## src/rtl/seq_pkg.sv

```systemverilog
// seq_pkg: shared types and constants for the layer sequencer.
//   seq_state_t : sequencer FSM states
//   RAM0/RAM1   : ping-pong activation RAM indices
//   rd_buf(k)   : RAM read by layer k (the other RAM is written)
package seq_pkg;

    localparam int LAYER_W = 3;

    typedef enum logic [2:0] {
        IDLE,
        CLEAR,
        LAUNCH,
        RUN,
        ADVANCE,
        FINISH
    } seq_state_t;

    localparam logic RAM0 = 1'b0;
    localparam logic RAM1 = 1'b1;

    function automatic logic rd_buf(input logic [LAYER_W-1:0] k);
        return k[0];
    endfunction

endpackage

```

## src/rtl/seq_ram_router.sv

```systemverilog
// seq_ram_router: combinational routing of the two ping-pong activation RAMs.
//   cur_layer, busy      : active layer index and sequencer-busy flag
//   layer_*              : flattened layer engine buses (layer k at [k*W +: W])
//   layer_inp_data       : read data of the active layer's read RAM
//   ram_addr/wdata/we    : RAM0 in the low slice, RAM1 in the high slice
//   ram_q                : registered read data from RAM0/RAM1
//   host_*               : host port, owns RAM host_buf while idle
module seq_ram_router
    import seq_pkg::*;
#(
    parameter int NUM_LAYERS = 4,
    parameter int ADDR_W     = 11,
    parameter int DATA_W     = 16
) (
    input  logic [LAYER_W-1:0]           cur_layer,
    input  logic                         busy,
    input  logic [NUM_LAYERS*ADDR_W-1:0] layer_inp_addr,
    input  logic [NUM_LAYERS*ADDR_W-1:0] layer_out_addr,
    input  logic [NUM_LAYERS*DATA_W-1:0] layer_out_data,
    input  logic [NUM_LAYERS-1:0]        layer_out_we,
    output logic [DATA_W-1:0]            layer_inp_data,
    output logic [2*ADDR_W-1:0]          ram_addr,
    output logic [2*DATA_W-1:0]          ram_wdata,
    output logic [1:0]                   ram_we,
    input  logic [2*DATA_W-1:0]          ram_q,
    input  logic                         host_buf,
    input  logic [ADDR_W-1:0]            host_addr,
    input  logic [DATA_W-1:0]            host_wdata,
    input  logic                         host_we,
    output logic [DATA_W-1:0]            host_rdata
);

    logic [ADDR_W-1:0] act_rd_addr;
    logic [ADDR_W-1:0] act_wr_addr;
    logic [DATA_W-1:0] act_wr_data;
    logic              act_we;
    logic              rd;

    always_comb begin
        act_rd_addr = '0;
        act_wr_addr = '0;
        act_wr_data = '0;
        act_we      = 1'b0;
        for (int k = 0; k < NUM_LAYERS; k++) begin
            if (k == int'(cur_layer)) begin
                act_rd_addr = layer_inp_addr[k*ADDR_W +: ADDR_W];
                act_wr_addr = layer_out_addr[k*ADDR_W +: ADDR_W];
                act_wr_data = layer_out_data[k*DATA_W +: DATA_W];
                act_we      = layer_out_we[k];
            end
        end
    end

    assign rd = rd_buf(cur_layer);

    // While busy the read RAM sees only the read address (never written) and
    // the other RAM takes the write port; while idle the host owns host_buf.
    for (genvar r = 0; r < 2; r++) begin : g_ram
        localparam logic R = 1'(r);
        assign ram_addr[r*ADDR_W +: ADDR_W] = busy ? (rd == R ? act_rd_addr : act_wr_addr)
                                                   : (host_buf == R ? host_addr : '0);
        assign ram_wdata[r*DATA_W +: DATA_W] = busy ? (rd == R ? '0 : act_wr_data)
                                                    : (host_buf == R ? host_wdata : '0);
        assign ram_we[r] = busy ? (rd != R && act_we) : (host_buf == R && host_we);
    end

    assign layer_inp_data = rd == RAM1 ? ram_q[2*DATA_W-1:DATA_W] : ram_q[DATA_W-1:0];
    assign host_rdata     = host_buf == RAM0 ? ram_q[DATA_W-1:0] : ram_q[2*DATA_W-1:DATA_W];

endmodule

```

## src/rtl/layer_sequencer.sv

```systemverilog
// layer_sequencer: runs NUM_LAYERS layer engines in order over two ping-pong RAMs.
//   clk, reset        : clock, synchronous active-high reset
//   start             : one-cycle pulse starting a full inference (ignored while busy)
//   busy, done, error : run in progress, end-of-run pulse, sticky watchdog flag
//   cur_layer         : index of the active layer
//   layer_reset/valid : per-layer control, only the active layer leaves reset
//   layer_done        : per-layer completion, only the active layer's is used
//   layer_*_addr/data/we, layer_inp_data : layer RAM ports
//   ram_*             : RAM0/RAM1 ports (1-cycle registered read)
//   host_*            : host access to RAM host_buf while idle
// Optional: define SEQ_WATCHDOG_EN to abort a layer after WATCHDOG_CYCLES RUN
// cycles without done (sets error); otherwise error is tied low.
module layer_sequencer
    import seq_pkg::*;
#(
    parameter int NUM_LAYERS      = 4,
    parameter int ADDR_W          = 11,
    parameter int DATA_W          = 16,
    parameter int WATCHDOG_CYCLES = 1000000
) (
    input  logic                         clk,
    input  logic                         reset,
    input  logic                         start,
    output logic                         busy,
    output logic                         done,
    output logic                         error,
    output logic [LAYER_W-1:0]           cur_layer,
    output logic [NUM_LAYERS-1:0]        layer_reset,
    output logic [NUM_LAYERS-1:0]        layer_valid,
    input  logic [NUM_LAYERS-1:0]        layer_done,
    input  logic [NUM_LAYERS*ADDR_W-1:0] layer_inp_addr,
    input  logic [NUM_LAYERS*ADDR_W-1:0] layer_out_addr,
    input  logic [NUM_LAYERS*DATA_W-1:0] layer_out_data,
    input  logic [NUM_LAYERS-1:0]        layer_out_we,
    output logic [DATA_W-1:0]            layer_inp_data,
    output logic [2*ADDR_W-1:0]          ram_addr,
    output logic [2*DATA_W-1:0]          ram_wdata,
    output logic [1:0]                   ram_we,
    input  logic [2*DATA_W-1:0]          ram_q,
    input  logic                         host_buf,
    input  logic [ADDR_W-1:0]            host_addr,
    input  logic [DATA_W-1:0]            host_wdata,
    input  logic                         host_we,
    output logic [DATA_W-1:0]            host_rdata
);

    seq_state_t            state;
    logic [NUM_LAYERS-1:0] sel;
    logic                  last;

    assign sel  = {{(NUM_LAYERS-1){1'b0}}, 1'b1} << cur_layer;
    assign last = cur_layer == LAYER_W'(NUM_LAYERS - 1);

`ifdef SEQ_WATCHDOG_EN
    localparam int WD_W = $clog2(WATCHDOG_CYCLES + 1);
    logic [WD_W-1:0] wd_cnt;
`else
    assign error = 1'b0;
`endif

    // An accepted start raises busy first and leaves IDLE on the following
    // cycle, so start->valid and done->next valid are both three cycles.
    // Layer outputs are updated on the edge entering LAUNCH (reset low, valid
    // high) and on the edge leaving RUN (back into reset).
    always_ff @(posedge clk) begin
        if (reset) begin
            state       <= IDLE;
            busy        <= 1'b0;
            done        <= 1'b0;
            cur_layer   <= '0;
            layer_reset <= '1;
            layer_valid <= '0;
`ifdef SEQ_WATCHDOG_EN
            error       <= 1'b0;
            wd_cnt      <= '0;
`endif
        end else begin
            done <= 1'b0;
            case (state)
                IDLE: begin
                    if (busy) begin
                        state <= CLEAR;
                    end else if (start) begin
                        busy      <= 1'b1;
                        cur_layer <= '0;
`ifdef SEQ_WATCHDOG_EN
                        error     <= 1'b0;
`endif
                    end
                end
                CLEAR: begin
                    layer_reset <= ~sel;
                    layer_valid <= sel;
                    state       <= LAUNCH;
                end
                LAUNCH: begin
                    state  <= RUN;
`ifdef SEQ_WATCHDOG_EN
                    wd_cnt <= '0;
`endif
                end
                RUN: begin
                    if (|(layer_done & sel)) begin
                        layer_valid <= '0;
                        layer_reset <= '1;
                        state       <= ADVANCE;
                    end
`ifdef SEQ_WATCHDOG_EN
                    else if (wd_cnt == WD_W'(WATCHDOG_CYCLES - 1)) begin
                        layer_valid <= '0;
                        layer_reset <= '1;
                        error       <= 1'b1;
                        done        <= 1'b1;
                        state       <= FINISH;
                    end else begin
                        wd_cnt <= wd_cnt + 1'b1;
                    end
`endif
                end
                ADVANCE: begin
                    if (last) begin
                        done  <= 1'b1;
                        state <= FINISH;
                    end else begin
                        cur_layer <= cur_layer + 1'b1;
                        state     <= CLEAR;
                    end
                end
                FINISH: begin
                    busy  <= 1'b0;
                    state <= IDLE;
                end
                default: state <= IDLE;
            endcase
        end
    end

    seq_ram_router #(
        .NUM_LAYERS(NUM_LAYERS),
        .ADDR_W    (ADDR_W),
        .DATA_W    (DATA_W)
    ) u_router (
        .cur_layer     (cur_layer),
        .busy          (busy),
        .layer_inp_addr(layer_inp_addr),
        .layer_out_addr(layer_out_addr),
        .layer_out_data(layer_out_data),
        .layer_out_we  (layer_out_we),
        .layer_inp_data(layer_inp_data),
        .ram_addr      (ram_addr),
        .ram_wdata     (ram_wdata),
        .ram_we        (ram_we),
        .ram_q         (ram_q),
        .host_buf      (host_buf),
        .host_addr     (host_addr),
        .host_wdata    (host_wdata),
        .host_we       (host_we),
        .host_rdata    (host_rdata)
    );

endmodule

```

## config.mk

```make
export PLATFORM = sky130hd
export DESIGN_NAME = layer_sequencer
export DESIGN_NICKNAME = d
export VERILOG_FILES = /design/src/rtl/seq_pkg.sv /design/src/rtl/seq_ram_router.sv /design/src/rtl/layer_sequencer.sv
export SDC_FILE = /design/constraint.sdc
export NUM_CORES = 1
export LEC_CHECK = 0
export CAP_MARGIN = 20
export CORE_AREA = 2 2 125 127
export DETAILED_ROUTE_END_ITERATION = 12
export DIE_AREA = 0 0 127 129
export HOLD_SLACK_MARGIN = 0.12
export SLEW_MARGIN = 20
export SYNTH_ARGS = -nofsm -noshare
export SYNTH_HDL_FRONTEND = slang
export SYNTH_SLANG_ARGS = --single-unit
```

## constraint.sdc

```tcl
create_clock -name clk -period 5.57 [get_ports clk]
set_input_delay 1.114 -clock clk [delete_from_list [all_inputs] [get_ports clk]]
set_output_delay 1.114 -clock clk [all_outputs]
set_load 0.01 [all_outputs]
```

# Yosys cells after proc, flatten, opt, wreduce, memory -nomap -nowiden

Index checks and enable logic that the tools add are counted.
W data, S select, Z words.

Register bits: 16
Output and inout port bits: 102
Word-level logic and storage cells: 89
Bits of input ports: 224

Muxes and demuxes: 48
Shifts and indexed selects: 1
Equal/unequal tests: 14
Bitwise gates (word level): 5
Reduce and logical (&&, ||, !) cells: 14
Add/subtract/negate cells: 1

Operator list:

| operator              | number |
|---|---|
| $mux W16              | 12 |
| $mux W11              | 14 |
| $mux W3               | 6 |
| $pmux W4 S2           | 2 |
| $pmux W3 S5           | 1 |
| $ne A2 B2 Y1 const B  | 5 |
| $eq A3 B2 Y1 const B  | 3 |
| $mux W1               | 9 |
| $mux W4               | 2 |
| $eq A3 B3 Y1 const A  | 2 |
| $eq A3 B3 Y1 const B  | 2 |
| $logic_not A3 Y1      | 2 |
| $pmux W3 S2           | 1 |
| $reduce_bool A2 Y1    | 3 |
| $and A4 B4 Y4         | 1 |
| $logic_and A1 B1 Y1   | 4 |
| $not A4 Y4            | 1 |
| $reduce_and A2 Y1     | 2 |
| $reduce_and A4 Y1     | 1 |
| $reduce_or A4 Y1      | 1 |
| $shl A1 B3 Y4 const A | 1 |
| $add A3 B1 Y3 const B | 1 |
| $eq A2 B3 Y1 const A  | 1 |
| $eq A3 B1 Y1 const B  | 1 |
| 3 further kinds       | 5 |

# Depth between registers and ports, before layout

Depth in word-level cells: 7
Mapped depth: 8
Depth with buffers taken out: 6

# Cells and area by module

Synthesis repeated with hierarchy kept, for this count alone.

Cell total of the unflattened synthesis: 338
Area, all modules: 2,771.4 µm²

Modules (own cells, without submodules):

| module          | area an instance (µm²) | sequential area each (µm²) | times used | cells each |
|---|---|---|---|---|
| seq_ram_router  | 1,934.4                | 0.0                        | 1          | 252 |
| layer_sequencer | 837.1                  | 320.3                      | 1          | 86 |

# Worst setup path after synthesis

OpenSTA, ideal clock, no wires.

Path kind: input to output
Start point: in host_buf
End point: out ram_addr[11]
Buffers on the path: 2
Cell stages on the path: 4
Data arrival time: 2,029 ps
Required time: 4,456 ps
Setup slack: 2,427 ps
Path through: buf_2 -> clkbuf_1 -> a21oi_1 -> a211oi_1

Cells in the longest elaborated chain, start to end: 2

RTL lines:

| what            | RTL line              | text |
|---|---|---|
| start, declared | layer_sequencer.sv:40 | `input logic host_buf,` |
| $mux W11        | seq_ram_router.sv:61  | `: (host_buf == R ? host_addr : '0);` |
| $mux W11        | seq_ram_router.sv:60  | `assign ram_addr[r*ADDR_W +: ADDR_W] = busy ? (rd == R ? act_rd_addr : act_wr_addr)` |
| end, declared   | layer_sequencer.sv:36 | `output logic [2*ADDR_W-1:0] ram_addr,` |

No other way between the ends.

# Worst setup path after layout

Start point: in layer_out_addr[20]
End point: out ram_addr[9]

Cells in the longest elaborated chain, start to end: 5

RTL lines:

| what                  | RTL line              | text |
|---|---|---|
| start, declared       | layer_sequencer.sv:32 | `input logic [NUM_LAYERS*ADDR_W-1:0] layer_out_addr,` |
| $mux W11 (3 in a row) | seq_ram_router.sv:45  | `if (k == int'(cur_layer)) begin` |
| $mux W11 (2 in a row) | seq_ram_router.sv:60  |  |

No other way between the ends.

==> qor.yml <==
ctsHoldBuffers: 0
max_slew_margin: 0.2982
r2r-start: "cur_layer[0]$_SDFFE_PP0P_"
outcome: "finished, final reports clean"
hp-start: "layer_reset[1]$_SDFFE_PP1P_"
clock-sinks: 16
dieWidth_um: 127
end_kind: "output port"
first_pass_iters: 5
final_util: 0.4459
mostFrequentLayoutCells: "324 x clkdlybuf4s50_1, 68 x a21oi_1, 67 x nand2_1, 64 x o21ai_0, 45 x a211oi_1"
grt_max_degree: 49
die_h_um: 129
first_global_vias: 4909
drive_gt1_frac: 0.08560
worstSetupStartpoint: "layer_out_addr[20]"
finalCritPeriodShare: 0.8052
yosys_warnings: 0
initial_utilization: 0.2165
clkPwrFrac: 0.196
p_comb_frac: 0.646
clock.fmax_mhz: 223.0
wl_um: 18760
cts-root-buf: "clkbuf_16"
drv_slew: 0
ios: 326
start_kind: "input port"
p_leak_nw: 2.308
dr.first_iter.drc_count: 273
crit_required_ns: 4.46
synth_ff_type: "dfxtp_1"
syn_nets: 712
coreArea_sq_mm: 0.01498
overflow: 0
power.total_mw: 0.7929
worstMarginPinSlew_ns: 1.051
p_int_mw: 0.5426
hold_viol: 0
synthDistinctLibCells: 42
finalCriticalPeriod_ns: 4.485
crit_fanout: 2
drcViolationCount: 0
worst-setup-path-type: "in2out"
nNetsFinal: 1001
r2r_slack_ns: 2.98
syn_area_sq_mm: 0.003243
yosys_register_bits: 16
rsz0062_at_grt: "no"
max-cap-violations: 0
clk_pin_slew_worst_paths_ns: 0.05
async_reset_ff_frac: 0
ctsResizeCount: 0
finalSetupViolations: 0
swShare: 0.3157
cts_tree: "done"
grt_pass1_wl_um: 27540
antenna_cells: 0
fill_cells: 1520
antenna_found_initial: 0
power_density_mw_per_mm2: 118.7
final_common_cell: "clkdlybuf4s50_1"
gp_congestion: 0.9195
ant_nets: 0
clk_latency_ns: 0.25
post_cts_buffers: 0
die_area_sq_mm: 0.01638
finClkSkew_ns: 0.001540
clk_path_buf_depth: 2
hpwl_um: 14580
viasPerCell: 5.141
area_growth_pct: 105.9
wire_per_inst_um: 19.56
critPathArrivalTime_ns: 3.37
port_buffers: 324
vias: 4930
avgSynthCellArea_sq_um: 6.715
htree_num_levels: 1
synthCells: 483
globalRouteTotalUtil: 0.2109
ir_drop_mv: 0.1081
synth_edf_count: 0
switching_power_mw: 0.2503
ys_seq_area_frac: 0.09877
hp-class: "reg2reg"
setup_tns_ns: 0
seqPwrFrac: 0.158
rows: 45
numCtsBuffers: 3
-- registers in the layout (all words and copies together), names as in the netlist --
signal and cells:
cur_layer 3, layer_reset 4, busy 1, done 1, layer_valid 4, state 3
-- cell type report --
type / instances / area, sq um / area share
Sequential cell: 16 / 320.3 / 0.04796
Clock buffer: 4 / 88.84 / 0.01330
Multi-Input combinational cell: 407 / 2656 / 0.3977
Inverter: 8 / 30.03 / 0.004496
Timing Repair Buffer: 336 / 3348 / 0.5013
Tap cell: 188 / 235.2 / 0.03522
-- power groups by stage --
stage               Clock (mW)  Sequential [mW]  Combinational (mW)
floorplan                    0            0.128               0.170
global placement             0            0.127               0.504
detailed placement           0            0.127               0.508
CTS                      0.157            0.125               0.512
global route             0.163            0.126               0.546
finish                   0.155            0.125               0.513
-- cell usage after synthesis, drive strengths merged (2+ instances only) --
cell    count  area share
a211oi     55        0.14
a21oi      69        0.11
a22o        3      0.0081
a22oi       3      0.0069
a32oi      28       0.076
and4        2      0.0054
buf        23       0.042
clkbuf     29       0.034
dfxtp      16       0.099
ha          5       0.019
inv         8      0.0093
mux2       32        0.11
nand2      67       0.078
nand2b     26       0.050
nand3b     12       0.028
nor2        7      0.0089
nor2b      14       0.027
o21ai      64       0.099
or2b        3      0.0069
-- final timing paths --
check | cells past startpoint | end
min reg2reg | 2 | layer_reset[1]$_SDFFE_PP1P_
max reg2reg | 7 | layer_valid[0]$_SDFFE_PP0P_
max | 6 | ram_addr[9]
min | 2 | layer_reset[1]$_SDFFE_PP1P_
-- critical path, cell delays in order --
cell and delay (ns):
clkdlybuf4s50_1 0.47, a21oi_1 0.07, a211oi_1 0.57, a211oi_1 0.10, a211oi_1 0.39, clkdlybuf4s50_1 0.64
-- routing by layer --
metal,GRT usage,vias up,share of wire
li1,-,2386,-
met1,0.2825,2273,0.44
met2,0.3571,237,0.47
met3,0.03701,34,0.068
met4,0.04396,0,0.021
met5,0,-,0
-- through the flow --
stage | hold slack (ns) | worst slack, ns | cell area (sq um) | instances
finish | 0.4549 | 1.085 | 6679 | 959
global route | 0.4746 | 0.9368 | 6679 | 959
CTS | 0.4567 | 1.085 | 6649 | 957
detailed placement | 0.4457 | 1.113 | 6560 | 953
global placement | 0.4470 | 1.118 | 6560 | 953
floorplan | 0.4553 | 2.427 | 3243 | 483
-- kinds of logic (layout without fill, tap and decap cells) --
logic type / after synthesis / count (layout) / synth area share
and+or+nand+nor: 140 / 140 / 0.2226
adders and majority gates: 5 / 5 / 0.01929
buffers and inverters: 60 / 348 / 0.08526
DFF: 16 / 16 / 0.09877
AOI/OAI and AO/OA: 229 / 229 / 0.4618
muxes: 32 / 32 / 0.1111
other: 1 / 1 / 0.001156
Note: power is estimated with default switching activity, not from simulation.
